==> src/rtl/ucode_mul_seq.sv <==
`default_nettype none
// ============================================================================
// ucode_mul_seq : expands MUL Rd,Rs,#imm into a MOV/ADD instruction stream
// Rev 1.0
// ============================================================================
module ucode_mul_seq #(
  parameter int          IMM_W       = 16,
  parameter int          MODE        = 0,
  parameter int          SCRATCH_REG = 15,
  parameter logic [6:0]  OPC_MOV     = 7'b0000000,
  parameter logic [6:0]  OPC_ADD     = 7'b0110001,
  parameter logic [31:0] NOP_WORD    = {5'b11001, 27'b0}
) (
  input  logic             clk,
  input  logic             rst,
  input  logic             start,
  output logic             start_ready,
  input  logic [3:0]       dest_reg,
  input  logic [3:0]       source_reg,
  input  logic [IMM_W-1:0] immediate,
  input  logic             flush,
  output logic [31:0]      instr_out,
  output logic             instr_valid,
  input  logic             instr_ready,
  output logic             busy,
  output logic             done
);

  localparam int             KW      = (IMM_W > 1) ? $clog2(IMM_W) : 1;
  localparam logic [3:0]     SCR     = 4'(SCRATCH_REG);
  localparam logic [IMM_W-1:0] CNT_ONE = IMM_W'(1);
  localparam logic [KW-1:0]  K_ONE   = KW'(1);

  typedef enum logic [2:0] {
    S_IDLE    = 3'd0,
    S_CPY_CLR = 3'd1,
    S_CPY_ADD = 3'd2,
    S_CLR     = 3'd3,
    S_ADD     = 3'd4,
    S_ACC     = 3'd5,
    S_DBL     = 3'd6,
    S_DONE    = 3'd7
  } state_t;

  state_t           state_q, state_d;
  logic [3:0]       rd_q, rd_d;
  logic [3:0]       rs_q, rs_d;
  logic [3:0]       src_q, src_d;
  logic [IMM_W-1:0] imm_q, imm_d;
  logic [IMM_W-1:0] cnt_q, cnt_d;
  logic [KW-1:0]    k_q, k_d;
  logic             fire;

  function automatic logic [KW-1:0] msb_idx(input logic [IMM_W-1:0] v);
    logic [KW-1:0] r;
    r = '0;
    for (int i = 0; i < IMM_W; i++) begin
      if (v[i]) r = KW'(i);
    end
    return r;
  endfunction

  function automatic logic [31:0] mov_word(input logic [3:0] rd);
    return {OPC_MOV, rd, 5'b0, 16'h0000};
  endfunction

  function automatic logic [31:0] add_word(input logic [3:0] rd, input logic [3:0] a,
                                           input logic [3:0] b);
    return {OPC_ADD, rd, a, b, 13'b0};
  endfunction

  always_ff @(posedge clk or posedge rst) begin
    if (rst) begin
      state_q <= S_IDLE;
      rd_q    <= '0;
      rs_q    <= '0;
      src_q   <= '0;
      imm_q   <= '0;
      cnt_q   <= '0;
      k_q     <= '0;
    end else begin
      state_q <= state_d;
      rd_q    <= rd_d;
      rs_q    <= rs_d;
      src_q   <= src_d;
      imm_q   <= imm_d;
      cnt_q   <= cnt_d;
      k_q     <= k_d;
    end
  end

  assign fire = instr_valid && instr_ready;

  // Termination is tested before each decrement so cnt and k never wrap.
  always_comb begin
    state_d = state_q;
    rd_d    = rd_q;
    rs_d    = rs_q;
    src_d   = src_q;
    imm_d   = imm_q;
    cnt_d   = cnt_q;
    k_d     = k_q;
    if (flush) begin
      state_d = S_IDLE;
    end else begin
      case (state_q)
        S_IDLE: begin
          if (start) begin
            rd_d  = dest_reg;
            rs_d  = source_reg;
            imm_d = immediate;
            if ((dest_reg == source_reg) && (immediate != '0)) begin
              src_d   = SCR;
              state_d = S_CPY_CLR;
            end else begin
              src_d   = source_reg;
              state_d = S_CLR;
            end
          end
        end
        S_CPY_CLR: if (fire) state_d = S_CPY_ADD;
        S_CPY_ADD: if (fire) state_d = S_CLR;
        S_CLR: begin
          if (fire) begin
            if (imm_q == '0) begin
              state_d = S_DONE;
            end else if (MODE == 0) begin
              cnt_d   = imm_q;
              state_d = S_ADD;
            end else begin
              k_d     = msb_idx(imm_q);
              state_d = S_ACC;
            end
          end
        end
        S_ADD: begin
          if (fire) begin
            if (cnt_q == CNT_ONE) state_d = S_DONE;
            else                  cnt_d   = cnt_q - CNT_ONE;
          end
        end
        S_ACC: begin
          if (fire) begin
            if (k_q == '0) begin
              state_d = S_DONE;
            end else begin
              k_d     = k_q - K_ONE;
              state_d = S_DBL;
            end
          end
        end
        S_DBL: begin
          if (fire) begin
            if (imm_q[k_q])      state_d = S_ACC;
            else if (k_q == '0)  state_d = S_DONE;
            else                 k_d     = k_q - K_ONE;
          end
        end
        S_DONE:  state_d = S_IDLE;
        default: state_d = S_IDLE;
      endcase
    end
  end

  always_comb begin
    instr_out   = NOP_WORD;
    instr_valid = 1'b0;
    start_ready = (state_q == S_IDLE);
    busy        = (state_q != S_IDLE);
    done        = (state_q == S_DONE);
    case (state_q)
      S_CPY_CLR: begin instr_out = mov_word(SCR);              instr_valid = 1'b1; end
      S_CPY_ADD: begin instr_out = add_word(SCR, SCR, rs_q);   instr_valid = 1'b1; end
      S_CLR:     begin instr_out = mov_word(rd_q);             instr_valid = 1'b1; end
      S_ADD,
      S_ACC:     begin instr_out = add_word(rd_q, rd_q, src_q); instr_valid = 1'b1; end
      S_DBL:     begin instr_out = add_word(rd_q, rd_q, rd_q);  instr_valid = 1'b1; end
      default:   ;
    endcase
  end

endmodule
`default_nettype wire

==> config.mk <==
export PLATFORM = sky130hd
export DESIGN_NAME = ucode_mul_seq
export DESIGN_NICKNAME = d
export VERILOG_FILES = /design/src/rtl/ucode_mul_seq.sv
export SDC_FILE = /design/constraint.sdc
export NUM_CORES = 1
export LEC_CHECK = 0
export ABC_AREA = 1
export CAP_MARGIN = 10
export CORE_UTILIZATION = 49
export CTS_BUF_LIST = sky130_fd_sc_hd__clkbuf_4 sky130_fd_sc_hd__clkbuf_8
export CTS_CLUSTER_DIAMETER = 200
export CTS_CLUSTER_SIZE = 30
export DETAILED_ROUTE_END_ITERATION = 10
export GPL_ROUTABILITY_DRIVEN = 0
export PLACE_DENSITY_LB_ADDON = 0.15
export SLEW_MARGIN = 20
export SYNTH_ARGS = -nofsm -noshare
export SYNTH_HDL_FRONTEND = slang
export SYNTH_SLANG_ARGS = --single-unit
==> constraint.sdc <==
create_clock -name clk -period 1.71 [get_ports clk]
set_input_delay 0.171 -clock clk [delete_from_list [all_inputs] [get_ports clk]]
set_output_delay 0.171 -clock clk [all_outputs]
set_load 0.05 [all_outputs]
==> results.tsv <==
metric	value	unit
status	complete, but fails checks	
failing checks	DRC, setup timing	
Core ar.	6460	sq um
syn avg cell area	7.07	sq um
Initial Util	0.515	
Crit. End Element	output port	
overall die height	84.4	um
Cell Rows	29	
grt total ovfl	0	
IO Count	65	
DR vias	3391	
Post-Place Cell Area	4230	sq um
Clock Skew	0.00846	ns
CTS buffer count	5	
Lkg Pwr	2.23	nW
Seq/Total Area, Yosys	0.384	
simple-gate share of the synthesized area	0.284	
max-slew violation count	0	
initial antenna violation count	0	
Tightest Hold Check Type	input port to async pin	
drt total wl	9610	um
DRC violations left	5	
Pwr Total	0.0102	W
CP max-delay cell	dfrtp_2	
FF-to-FF path depth	10	
post-synthesis cell area	3320	sq um
reg2reg start	state_q[1]	
Cell Pwr Density	2160	nW/um^2
Initial DRC Count	256	
Bufs and invs on worst path	3	
Synth Area in XOR/XNOR	0.0263	
final core occ	0.732	
Worst Path Required	1.54	ns
die width	84.4	um
CTS tree	built	
DR pass1 iterations	8	
htree depth	2	
# diodes	0	
post-synthesis mux area share	0	
Fin. Hold Viols	0	
critical path data arrival time	1.74	ns
critical path cell sequence	inv_2, or2_4, nor2_4, clkinvlp_4, o21ai_2, buf_12	
drt via density	5.36	
CTS max path bufs	2	
Clock transition at path regs	0.10	ns
final setup vio count	26	
die area	7120	sq um
Synth cell types	36	
CTS root buffer	clkbuf_8	
max cap viols	0	
first-pass GRT wire length	14700	um
peak supply drop	0.00141	V
fmax	0.522	GHz
CP delay by family, top	flip-flops	
GRT Overall Usage	0.259	
RSZ-0062 raised after global routing	true	
Post-Synth Adder-Cell Area	0.0113	
post-synthesis register bit count	51	
Tmin final	1.92	ns
Port Buf Inserts	49	
Mapped Cells	470	
final worst slack	-0.205	ns
final setup TNS	-2.77	ns
main combinational cell family by area after synthesis	simple AND/OR/NAND/NOR gates	
layout net count	587	
post-route cell area	4730	sq um
pin count of the biggest net entering global routing	52	
ANT nets after route	0	
Clock Sinks	51	
Layout Area Growth over Synthesis	42.2	%
dpl hpwl	6510	um
layout cells sized above 1	0.261	
warning count from the yosys run	0	
final worst path period share	1.12	
drt wl/cell	15.2	um
Post-CTS Hold Fix Bufs	0	
crit path max fanout	5	
Fill cells	483	
Reg-to-Reg End	state_q[1]	
insertion delay to the later sink of the worst-skew pair	0.32	ns
critical path launch point type	flip-flop	
Crit Path Class	flip-flop to output port	
Worst R2R Setup Slack	-0.12	ns
largest stage delay on the critical path	0.48	ns
Compound-Gate Fraction of Synth Area	0.165	
vias in the first global route	3142	
==> per-stage QoR <==
stage                     hold slack [ns]  std cells  setup slack (ns)
final                               0.200        633            -0.205
after global routing                0.243        633            -0.224
after CTS                           0.217        621            -0.136
after detailed placement            0.491        605           -0.0149
after global placement              0.486        605            0.0328
after floorplan                     0.292        484            -0.259
==> worst max path at each step <==
stage                           from       endpoint  slack, ns  cells after the start
after floorplan           state_q[0]         k_q[1]      -0.26                      8
after global placement    state_q[1]     state_q[0]       0.03                      9
after detailed placement  state_q[0]         k_q[3]      -0.01                     10
after CTS                 state_q[0]  instr_out[16]      -0.14                      5
after global routing      state_q[1]  instr_out[19]      -0.22                      6
final                     state_q[1]  instr_out[19]      -0.21                      6
==> what timing repair did <==
action | in CTS | in global routing
cloned | 1 | 1
resized for setup | 21 | 45
pin swaps | 1 | 15
endpoints found under the setup margin | 22 | 45
setup buffers | 7 | 11
==> synthesized netlist by cell type <==
library cell | n | area share
clkinv_1 | 1 | 0.0011
o21ai_0 | 52 | 0.078
nor2_4 | 2 | 0.0068
nand3_2 | 1 | 0.0030
nand3_1 | 31 | 0.047
nand2_1 | 115 | 0.13
o21ai_2 | 1 | 0.0026
nand2_4 | 1 | 0.0034
nand2_2 | 5 | 0.0094
buf_4 | 18 | 0.041
o31ai_1 | 1 | 0.0023
xnor2_1 | 5 | 0.013
a21oi_1 | 16 | 0.024
a21oi_4 | 2 | 0.0098
nor2_2 | 4 | 0.0075
inv_2 | 4 | 0.0045
ha_1 | 3 | 0.011
nor2_1 | 46 | 0.052
nand3b_1 | 1 | 0.0023
nand4_1 | 8 | 0.015
a21oi_2 | 1 | 0.0026
o21ai_1 | 14 | 0.021
buf_6 | 1 | 0.0034
xor2_1 | 5 | 0.013
clkinv_2 | 1 | 0.0015
o22ai_2 | 1 | 0.0038
dfrtp_1 | 51 | 0.38
inv_1 | 58 | 0.065
or2_1 | 1 | 0.0019
nor4_4 | 1 | 0.0064
o211ai_1 | 4 | 0.0090
a211oi_1 | 1 | 0.0023
conb_1 | 1 | 0.0011
buf_2 | 4 | 0.0060
clkbuf_1 | 5 | 0.0056
a22oi_1 | 4 | 0.0090
==> layout make-up <==
type / count / area (sq um) / share of cell area
clock buffer: 5 / 68.8 / 0.0146
timing repair inverter: 1 / 7.51 / 0.00159
timing repair buffer: 91 / 1100 / 0.232
sequential: 51 / 1280 / 0.271
multi-input combinational: 341 / 1890 / 0.400
tap: 77 / 96.3 / 0.0204
clock inverter: 3 / 27.5 / 0.00582
inverter: 64 / 259 / 0.0548
==> report_power, final <==
group	internal (W)	total, W	switching (W)
Sequential	0.00173	0.00227	0.000541
Combinational	0.00304	0.00716	0.00412
Clock	0.000302	0.000774	0.000473
Total	0.00507	0.0102	0.00514
==> cells in the final DEF, fill, tap and decap left out, drive strengths merged <==
| master | count |
|---|---|
| inv | 63 |
| nor4 | 1 |
| ha | 3 |
| a211oi | 1 |
| o21ai | 67 |
| xor2 | 5 |
| clkinv | 2 |
| buf | 62 |
| o211ai | 4 |
| nand3b | 1 |
| conb | 15 |
| nand4 | 8 |
| or2 | 1 |
| nand3 | 32 |
| clkbuf | 6 |
| xnor2 | 5 |
| dfrtp | 51 |
| a21oi | 19 |
| a22oi | 4 |
| o31ai | 1 |
| nor2 | 52 |
| clkdlybuf4s50 | 28 |
| o22ai | 1 |
| nand2 | 121 |
| clkinvlp | 3 |
==> worst register-to-register path, delay by kind of cell, from the launching register on <==
| family | cells | cell delay, ns |
|---|---|---|
| simple gates | 6 | 0.68 |
| compound gates | 1 | 0.15 |
| flops | 1 | 0.48 |
| buf+inv | 3 | 0.45 |
==> sequential cells by signal, indices dropped and copies added, names as in the netlist <==
signal   cells
cnt_q       16
imm_q       16
k_q          4
rd_q         4
rs_q         4
src_q        4
state_q      3
==> cells by family (layout without fill, tap and decap cells) <==
| family | count (synthesis) | in the layout |
|---|---|---|
| adder cells (fa/ha/maj) | 3 | 3 |
| AND/OR/NAND/NOR | 216 | 216 |
| XOR/XNOR | 10 | 10 |
| AO/OA/AOI/OAI | 97 | 97 |
| other | 1 | 15 |
| flip-flops | 51 | 51 |
| buffers and inverters | 92 | 164 |
==> routing by layer <==
metal / up-vias / part of all wire / global-route usage
li1: 1646 / - / -
met1: 1597 / 0.44 / 0.347
met2: 130 / 0.50 / 0.436
met3: 18 / 0.047 / 0.0452
met4: 0 / 0.013 / 0.0693
met5: - / 0 / 0
Power figures use the tool's default switching activity.
